[src/rtl/pipe_pkg.sv]
// Shared types and encodings for the pipeline hazard/forwarding controller.
package pipe_pkg;

   localparam logic [1:0] FWD_RF  = 2'b00;
   localparam logic [1:0] FWD_MEM = 2'b01;
   localparam logic [1:0] FWD_WB  = 2'b10;

   localparam int STG_EX  = 2;
   localparam int STG_MEM = 3;

   // widest register number an entry can hold
   localparam int SB_AW = 8;

   typedef struct packed {
      logic             valid;
      logic             wen;
      logic [SB_AW-1:0] wn;
      logic             load;
      logic [SB_AW-1:0] rs;
      logic [SB_AW-1:0] rt;
      logic             use_rs;
      logic             use_rt;
   } sb_entry_t;

endpackage

[src/rtl/sat_counter.sv]
// Saturating up-counter; holds at all-ones instead of wrapping.
module sat_counter #(
   parameter int CNT_W = 16
) (
   input  logic             clk,
   input  logic             rst,
   input  logic             inc,
   output logic [CNT_W-1:0] cnt
);

   logic [CNT_W-1:0] r_cnt;

   always_ff @(posedge clk or negedge rst) begin
      if (!rst) begin
         r_cnt <= '0;
      end else if (inc && (r_cnt != '1)) begin
         r_cnt <= r_cnt + 1'b1;
      end
   end

   assign cnt = r_cnt;

endmodule

[src/rtl/pipe_hazard_unit.sv]
// Load-use stall, redirect flush, EX forwarding and ID write-back bypass
// driven from a shadow scoreboard of the EX/MEM/WB destinations.
module pipe_hazard_unit
   import pipe_pkg::*;
#(
   parameter int REG_AW     = 5,
   parameter int BR_STAGE   = 3,
   parameter int LOAD_STALL = 1,
   parameter int CNT_W      = 16
) (
   input  logic              clk,
   input  logic              rst,
   input  logic              id_valid,
   input  logic [REG_AW-1:0] id_rs,
   input  logic [REG_AW-1:0] id_rt,
   input  logic              id_use_rs,
   input  logic              id_use_rt,
   input  logic              id_wen,
   input  logic [REG_AW-1:0] id_wn,
   input  logic              id_load,
   input  logic              redirect,
   output logic              pc_en,
   output logic              ifid_en,
   output logic              ifid_flush,
   output logic              idex_flush,
   output logic              exmem_flush,
   output logic [1:0]        fwd_a,
   output logic [1:0]        fwd_b,
   output logic              id_byp_rs,
   output logic              id_byp_rt,
   output logic [CNT_W-1:0]  stall_cnt,
   output logic [CNT_W-1:0]  flush_cnt
);

   if (!(LOAD_STALL == 1 || LOAD_STALL == 2) ||
       !(BR_STAGE == STG_EX || BR_STAGE == STG_MEM) ||
       (REG_AW > SB_AW) || (REG_AW < 1)) begin : g_bad_param
      $error("pipe_hazard_unit: illegal parameter set");
   end

   localparam int EXI = 0;
   localparam int MEI = 1;
   localparam int WBI = 2;

   sb_entry_t r_sb [3];
   sb_entry_t w_id;
   sb_entry_t w_nx_ex;
   sb_entry_t w_nx_mem;

   logic [SB_AW-1:0] w_rs;
   logic [SB_AW-1:0] w_rt;
   logic             w_redir;
   logic             w_ld_ex;
   logic             w_ld_mem;
   logic             w_stall;

   function automatic logic hit(sb_entry_t e, logic [SB_AW-1:0] r);
      return e.valid & e.wen & (e.wn == r) & (r != '0);
   endfunction

   function automatic logic ld_hit(sb_entry_t e, logic ua, logic [SB_AW-1:0] ra,
                                   logic ub, logic [SB_AW-1:0] rb);
      return e.load & ((ua & hit(e, ra)) | (ub & hit(e, rb)));
   endfunction

   // youngest producer wins; a MEM load is never a forwarding source
   function automatic logic [1:0] fwd_sel(sb_entry_t m, sb_entry_t w,
                                          logic u, logic [SB_AW-1:0] r);
      if (u & hit(m, r) & ~m.load) return FWD_MEM;
      if (u & hit(w, r))           return FWD_WB;
      return FWD_RF;
   endfunction

   assign w_rs = SB_AW'(id_rs);
   assign w_rt = SB_AW'(id_rt);

   assign w_redir  = redirect & rst;
   assign w_ld_ex  = ld_hit(r_sb[EXI], id_use_rs, w_rs, id_use_rt, w_rt);
   assign w_ld_mem = ld_hit(r_sb[MEI], id_use_rs, w_rs, id_use_rt, w_rt);
   assign w_stall  = id_valid & ~w_redir &
                     (w_ld_ex | ((LOAD_STALL == 2) & w_ld_mem));

   assign pc_en       = ~w_stall;
   assign ifid_en     = ~w_stall;
   assign ifid_flush  = w_redir;
   assign idex_flush  = w_redir | w_stall;
   assign exmem_flush = (BR_STAGE == STG_MEM) & w_redir;

   assign fwd_a = fwd_sel(r_sb[MEI], r_sb[WBI], r_sb[EXI].use_rs, r_sb[EXI].rs);
   assign fwd_b = fwd_sel(r_sb[MEI], r_sb[WBI], r_sb[EXI].use_rt, r_sb[EXI].rt);

   assign id_byp_rs = id_valid & id_use_rs & hit(r_sb[WBI], w_rs);
   assign id_byp_rt = id_valid & id_use_rt & hit(r_sb[WBI], w_rt);

   always_comb begin
      w_id        = '0;
      w_id.valid  = id_valid;
      w_id.wen    = id_wen;
      w_id.wn     = SB_AW'(id_wn);
      w_id.load   = id_load;
      w_id.rs     = w_rs;
      w_id.rt     = w_rt;
      w_id.use_rs = id_use_rs;
      w_id.use_rt = id_use_rt;
   end

   always_comb begin
      w_nx_ex = '0;
      if (!w_stall && !w_redir) w_nx_ex = w_id;
      w_nx_mem = r_sb[EXI];
      if (w_redir && (BR_STAGE == STG_MEM)) w_nx_mem = '0;
   end

   always_ff @(posedge clk or negedge rst) begin
      if (!rst) begin
         r_sb[EXI] <= '0;
         r_sb[MEI] <= '0;
         r_sb[WBI] <= '0;
      end else begin
         r_sb[EXI] <= w_nx_ex;
         r_sb[MEI] <= w_nx_mem;
         r_sb[WBI] <= r_sb[MEI];
      end
   end

   sat_counter #(.CNT_W(CNT_W)) u_stall_cnt (
      .clk (clk),
      .rst (rst),
      .inc (w_stall),
      .cnt (stall_cnt)
   );

   sat_counter #(.CNT_W(CNT_W)) u_flush_cnt (
      .clk (clk),
      .rst (rst),
      .inc (w_redir),
      .cnt (flush_cnt)
   );

endmodule

[config.mk]
export PLATFORM = sky130hd
export DESIGN_NAME = pipe_hazard_unit
export DESIGN_NICKNAME = d
export VERILOG_FILES = /design/src/rtl/pipe_pkg.sv /design/src/rtl/sat_counter.sv /design/src/rtl/pipe_hazard_unit.sv
export SDC_FILE = /design/constraint.sdc
export NUM_CORES = 1
export LEC_CHECK = 0
export CAP_MARGIN = 20
export CORE_UTILIZATION = 46
export DETAILED_ROUTE_END_ITERATION = 12
export PLACE_DENSITY = 0.82
export SYNTH_ARGS = -nofsm -noshare
export SYNTH_HDL_FRONTEND = slang
export SYNTH_HIERARCHICAL = 1
export SYNTH_SLANG_ARGS = --single-unit
[constraint.sdc]
create_clock -name clk -period 5.05 [get_ports clk]
set_input_delay 0.7575 -clock clk [delete_from_list [all_inputs] [get_ports clk]]
set_output_delay 0.7575 -clock clk [all_outputs]
set_load 0.03 [all_outputs]
Word level (Yosys, flattened, before mapping) --
Cells that the tools add are included.
Cells by class: $add $sub $neg 2, bitwise gates (word level) 40, muxes and demuxes 16, eq/ne operators 10, reductions and logical operators 9
Operators by type and width (count):
- two-way mux 29 bit | 2
- AND 1 bit | 35
- adder 16 x 1 -> 16 bit, second input constant | 2
- equality test 8 x 5 -> 1 bit | 4
- equality test 8 bit | 4
- inequality test 16 bit, second input constant | 2
- nonzero test 8 bit | 4
- two-way mux 2 bit | 8
- two-way mux 1 bit | 6
- logical AND 1 bit | 3
- inverter 1 bit | 3
- zero test 1 bit | 2
- OR 1 bit | 2
Word-level totals: word-level logic and storage cells 94, register bits 82, output and inout port bits 43, input port bits 23

Longest topological paths before layout --
word-level depth 10, mapped depth 8, mapped depth without buffers 8

Cells and area by module --
Netlist, hierarchy kept.
By module, submodules not included:
- pipe_hazard_unit | seq. area each 875.8 µm², area each 1809.2 µm², instances 1, cells each 175
- sat_counter | seq. area each 400.4 µm², area each 859.6 µm², instances 2, cells each 72

Worst setup path before layout --
OpenSTA, ideal clock, no wires.
path type input to output, from input id_rt[1], to output pc_en, cell stages on the path 5, setup slack 1.934 ns, data required time 4.293 ns, arrival time 2.359 ns, buffers on the path 1, path through or4_4 -> nor2_1 -> nor2_1 -> a41oi_1 -> buf_4
On the way: word-level cells in the longest chain between the ends 8
RTL lines:
- from (decl) | RTL line pipe_hazard_unit.sv:15 | input logic [REG_AW-1:0] id_rt,
- equality test 8 x 5 -> 1 bit | RTL line pipe_hazard_unit.sv:58 | return e.valid & e.wen & (e.wn == r) & (r != '0);
- AND 1 bit | RTL line pipe_hazard_unit.sv:58
- AND 1 bit * | RTL line pipe_hazard_unit.sv:58
- AND 1 bit * | RTL line pipe_hazard_unit.sv:63 | return e.load & ((ua & hit(e, ra)) | (ub & hit(e, rb)));
- OR 1 bit * | RTL line pipe_hazard_unit.sv:63
- AND 1 bit * | RTL line pipe_hazard_unit.sv:63
- AND 1 bit * | RTL line pipe_hazard_unit.sv:80 | assign w_stall = id_valid & ~w_redir &
- inverter 1 bit *
- to (decl) | RTL line pipe_hazard_unit.sv:22 | output logic pc_en,
Mark *: on every way between the ends. The rest lies on a longest branch, timed or not.

Worst setup path after layout --
from input id_rt[2], to output idex_flush
On the way: word-level cells in the longest chain between the ends 8
RTL lines:
- equality test 8 x 5 -> 1 bit | RTL line pipe_hazard_unit.sv:58
- AND 1 bit | RTL line pipe_hazard_unit.sv:58
- AND 1 bit * | RTL line pipe_hazard_unit.sv:58
- AND 1 bit * | RTL line pipe_hazard_unit.sv:63
- OR 1 bit * | RTL line pipe_hazard_unit.sv:63
- AND 1 bit * | RTL line pipe_hazard_unit.sv:63
- AND 1 bit * | RTL line pipe_hazard_unit.sv:80
- OR 1 bit * | RTL line pipe_hazard_unit.sv:86 | assign idex_flush = w_redir | w_stall;
- to (decl) | RTL line pipe_hazard_unit.sv:25 | output logic idex_flush,
Marked as above.

==> flow_metrics.tcl <==
set metrics [dict create \
    clkPwrFrac 0.364 \
    cap_violations 0 \
    setup_tns_ps 0 \
    top_usage_layer "met2" \
    cts_tree "built" \
    cts_resized 0 \
    rsz0062_at_grt "no" \
    cts_max_level 3 \
    synthFlopType "dfrtp_1" \
    critical_path.max_stage_delay_ps 630 \
    port_buffers 65 \
    chipWidth_um 89.6 \
    grt_pass1_vias 2716 \
    vias_per_cell 5.68 \
    wl_per_cell_um 16.7 \
    avgSynthCellArea_um2 11.1 \
    n_fill_cell 598 \
    tightest_slew_ps 843 \
    drt_iter0_drc 153 \
    place_congestion 0.876 \
    core-area_um2 7330 \
    rows 31 \
    pwr-share-comb 0.174 \
    crit_path_start_kind "primary input" \
    fin_skew_ps 10.4 \
    ctsHoldBuffers 0 \
    internal_power_uw 975 \
    drtPass1Iterations 5 \
    die-area_um2 8020 \
    postSynthCellCount 319 \
    hold_viol 0 \
    crit_required_ps 4290 \
    use_met1 0.294 \
    grt_pass1_wl_um 13500 \
    ys_seq_area_frac 0.475 \
    cts_root_buffer "clkbuf_8" \
    power_density_nw_per_um2 306 \
    initial_core_util 0.481 \
    period_minus_slack_ps 4060 \
    synth_seq_cells 67 \
    die_h_um 89.6 \
    cp_max_fo 19 \
    syn-cell-area_um2 3530 \
    synth-warning-count 6 \
    leakage_uw 0.00190 \
    crit_top_cell "clkdlybuf4s50_1" \
    p_seq_frac 0.462 \
    vias 2805 \
    worstPathArrival_ps 3300 \
    synth_edf_count 0 \
    area_growth_pct 27.6 \
    clock.fmax_mhz 246 \
    status "finished clean" \
    dp_hpwl_um 5990 \
    register_area_um2 1680 \
    async_reset_ff_frac 1.00 \
    grt_usage 0.227 \
    final-max-slew-violation-count 0 \
    path_cells "clkdlybuf4s50_1 > or4_4 > o21ai_2 > nor4_4 > buf_6 > or3_1 > clkdlybuf4s50_1" \
    synth_nets 344 \
    drive_gt1_frac 0.124 \
    antenna_found_initial 0 \
    synth_cell_types 43 \
    p_sw_uw 404 \
    drc 0 \
    multi_input_area_um2 1790 \
    diodes 0 \
    post_cts_buffers 0 \
    cts.sinks 67 \
    hold_ws_ps 368 \
    finalWirelength_um 8260 \
    final_nets 415 \
    cts_buffers 9 \
    finalSetupViolCount 0 \
    overflow 0 \
    crit_slowest_cell "clkdlybuf4s50_1" \
    clk_path_buf_depth 2 \
    vdd_drop_max_uv 393 \
    met2_usage 0.372 \
    hold_class "reg -> reg" \
    p_sw_frac 0.293 \
    clk_pin_slew_ps 70 \
    timing.slew.headroom 0.438 \
    clk_latency_ps 340 \
    cp-end-kind "output pin" \
    io_pins 66 \
    grt_max_degree 69 \
    grt_use_met3 0.0539 \
    path_class "in -> out" \
    fin_crit_sh 0.804 \
    ant_nets 0 \
]
-- cells in the final DEF (no fill, tap or decap), types with 3 or more instances in the layout --
master and count:
a21oi_1 6, a31oi_1 6, and2_1 8, and3_1 4, and4_1 3, buf_4 3
clkbuf_8 10, clkdlybuf4s50_1 64, dfrtp_1 67, nand2_1 31, nand3_1 14, nand4_1 23
nor2_1 7, nor3_1 21, nor3_2 3, nor4_1 7, nor4_4 5, o21a_1 10
o21ai_0 4, xnor2_1 36, xor2_1 18
-- critical path, delay by kind of cell --
| kind | cells | cell delay (ps) |
|---|---|---|
| buf+inv | 3 | 1340 |
| simple gates | 3 | 1000 |
| compound gates | 1 | 210 |
-- routing by layer --
layer,share of wire,vias to the layer above
met1,0.43,1373
met5,0,-
li1,-,1335
met4,0.017,0
met2,0.50,87
met3,0.049,10
-- cell usage after synthesis, types with 3 or more instances --
cell | n | share of area
and4_1 | 3 | 0.0074
nand4_1 | 23 | 0.041
clkbuf_1 | 3 | 0.0032
o21ai_0 | 4 | 0.0057
a21oi_1 | 6 | 0.0085
nor3_2 | 3 | 0.0085
xnor2_1 | 36 | 0.089
dfrtp_1 | 67 | 0.48
nor4_1 | 8 | 0.014
xor2_1 | 18 | 0.045
o21a_1 | 10 | 0.021
buf_6 | 4 | 0.013
nor4_4 | 4 | 0.024
nand3_1 | 14 | 0.020
a31oi_1 | 6 | 0.011
nor3_1 | 21 | 0.030
nand2_1 | 31 | 0.033
and2_1 | 8 | 0.014
nor2_1 | 7 | 0.0074
and3_1 | 4 | 0.0071
-- flip-flops by register name, indices dropped and copies added, names as in the netlist --
signal	cells
u_stall_cnt/cnt	16
u_flush_cnt/cnt	16
r_sb	35
-- stage by stage --
stage / setup slack, ps / util / area [um^2] / total power (uW) / cells
2_1_floorplan: 1930 / - / 3530 / 768 / 319
3_3_place_gp: 807 / 0.582 / 4260 / 879 / 477
3_5_place_dp: 794 / 0.582 / 4260 / 885 / 477
4_1_cts: 767 / 0.613 / 4490 / 1390 / 493
5_1_grt: 930 / 0.614 / 4500 / 1440 / 494
6_report: 989 / 0.614 / 4500 / 1380 / 494
-- layout make-up --
class / instances / share of cell area
Timing Repair Buffer: 69 / 0.151
Tap cell: 99 / 0.0275
Sequential cell: 67 / 0.372
Multi-Input combinational cell: 242 / 0.398
Clock buffer: 10 / 0.0306
Clock inverter: 6 / 0.0197
Inverter: 1 / 0.000834
-- power groups by stage --
stage | Combinational (uW) | Clock [uW] | Sequential (uW)
after floorplan | 94.7 | 0 | 673
after global placement | 234 | 0 | 645
after detailed placement | 240 | 0 | 645
after CTS | 243 | 515 | 637
after global routing | 262 | 539 | 643
final | 240 | 501 | 638
-- cell families (layout without fill, tap and decap cells) --
family / Yosys count / count (layout) / synth area share
fa+ha+maj: 2 / 2 / 0.00709
flops: 67 / 67 / 0.475
buf+inv: 10 / 86 / 0.0213
compound gates: 37 / 37 / 0.0809
xor+xnor: 54 / 54 / 0.134
mux: 2 / 2 / 0.00638
simple gates: 147 / 147 / 0.275
-- path summary, 6_finish.rpt --
check | from | endpoint | depth (start not counted) | slack [ps]
max | id_rt[2] | idex_flush | 7 | 990
min | r_sb[56] | r_sb[27] | 0 | 370
max reg2reg | r_sb[81] | u_stall_cnt/cnt[7] | 8 | 2690
min reg2reg | r_sb[56] | r_sb[27] | 0 | 370
max in group asynchronous | rst | r_sb[85] | 2 | 3810
min in group asynchronous | rst | r_sb[71] | 2 | 680
(Power assumes the default switching activity.)
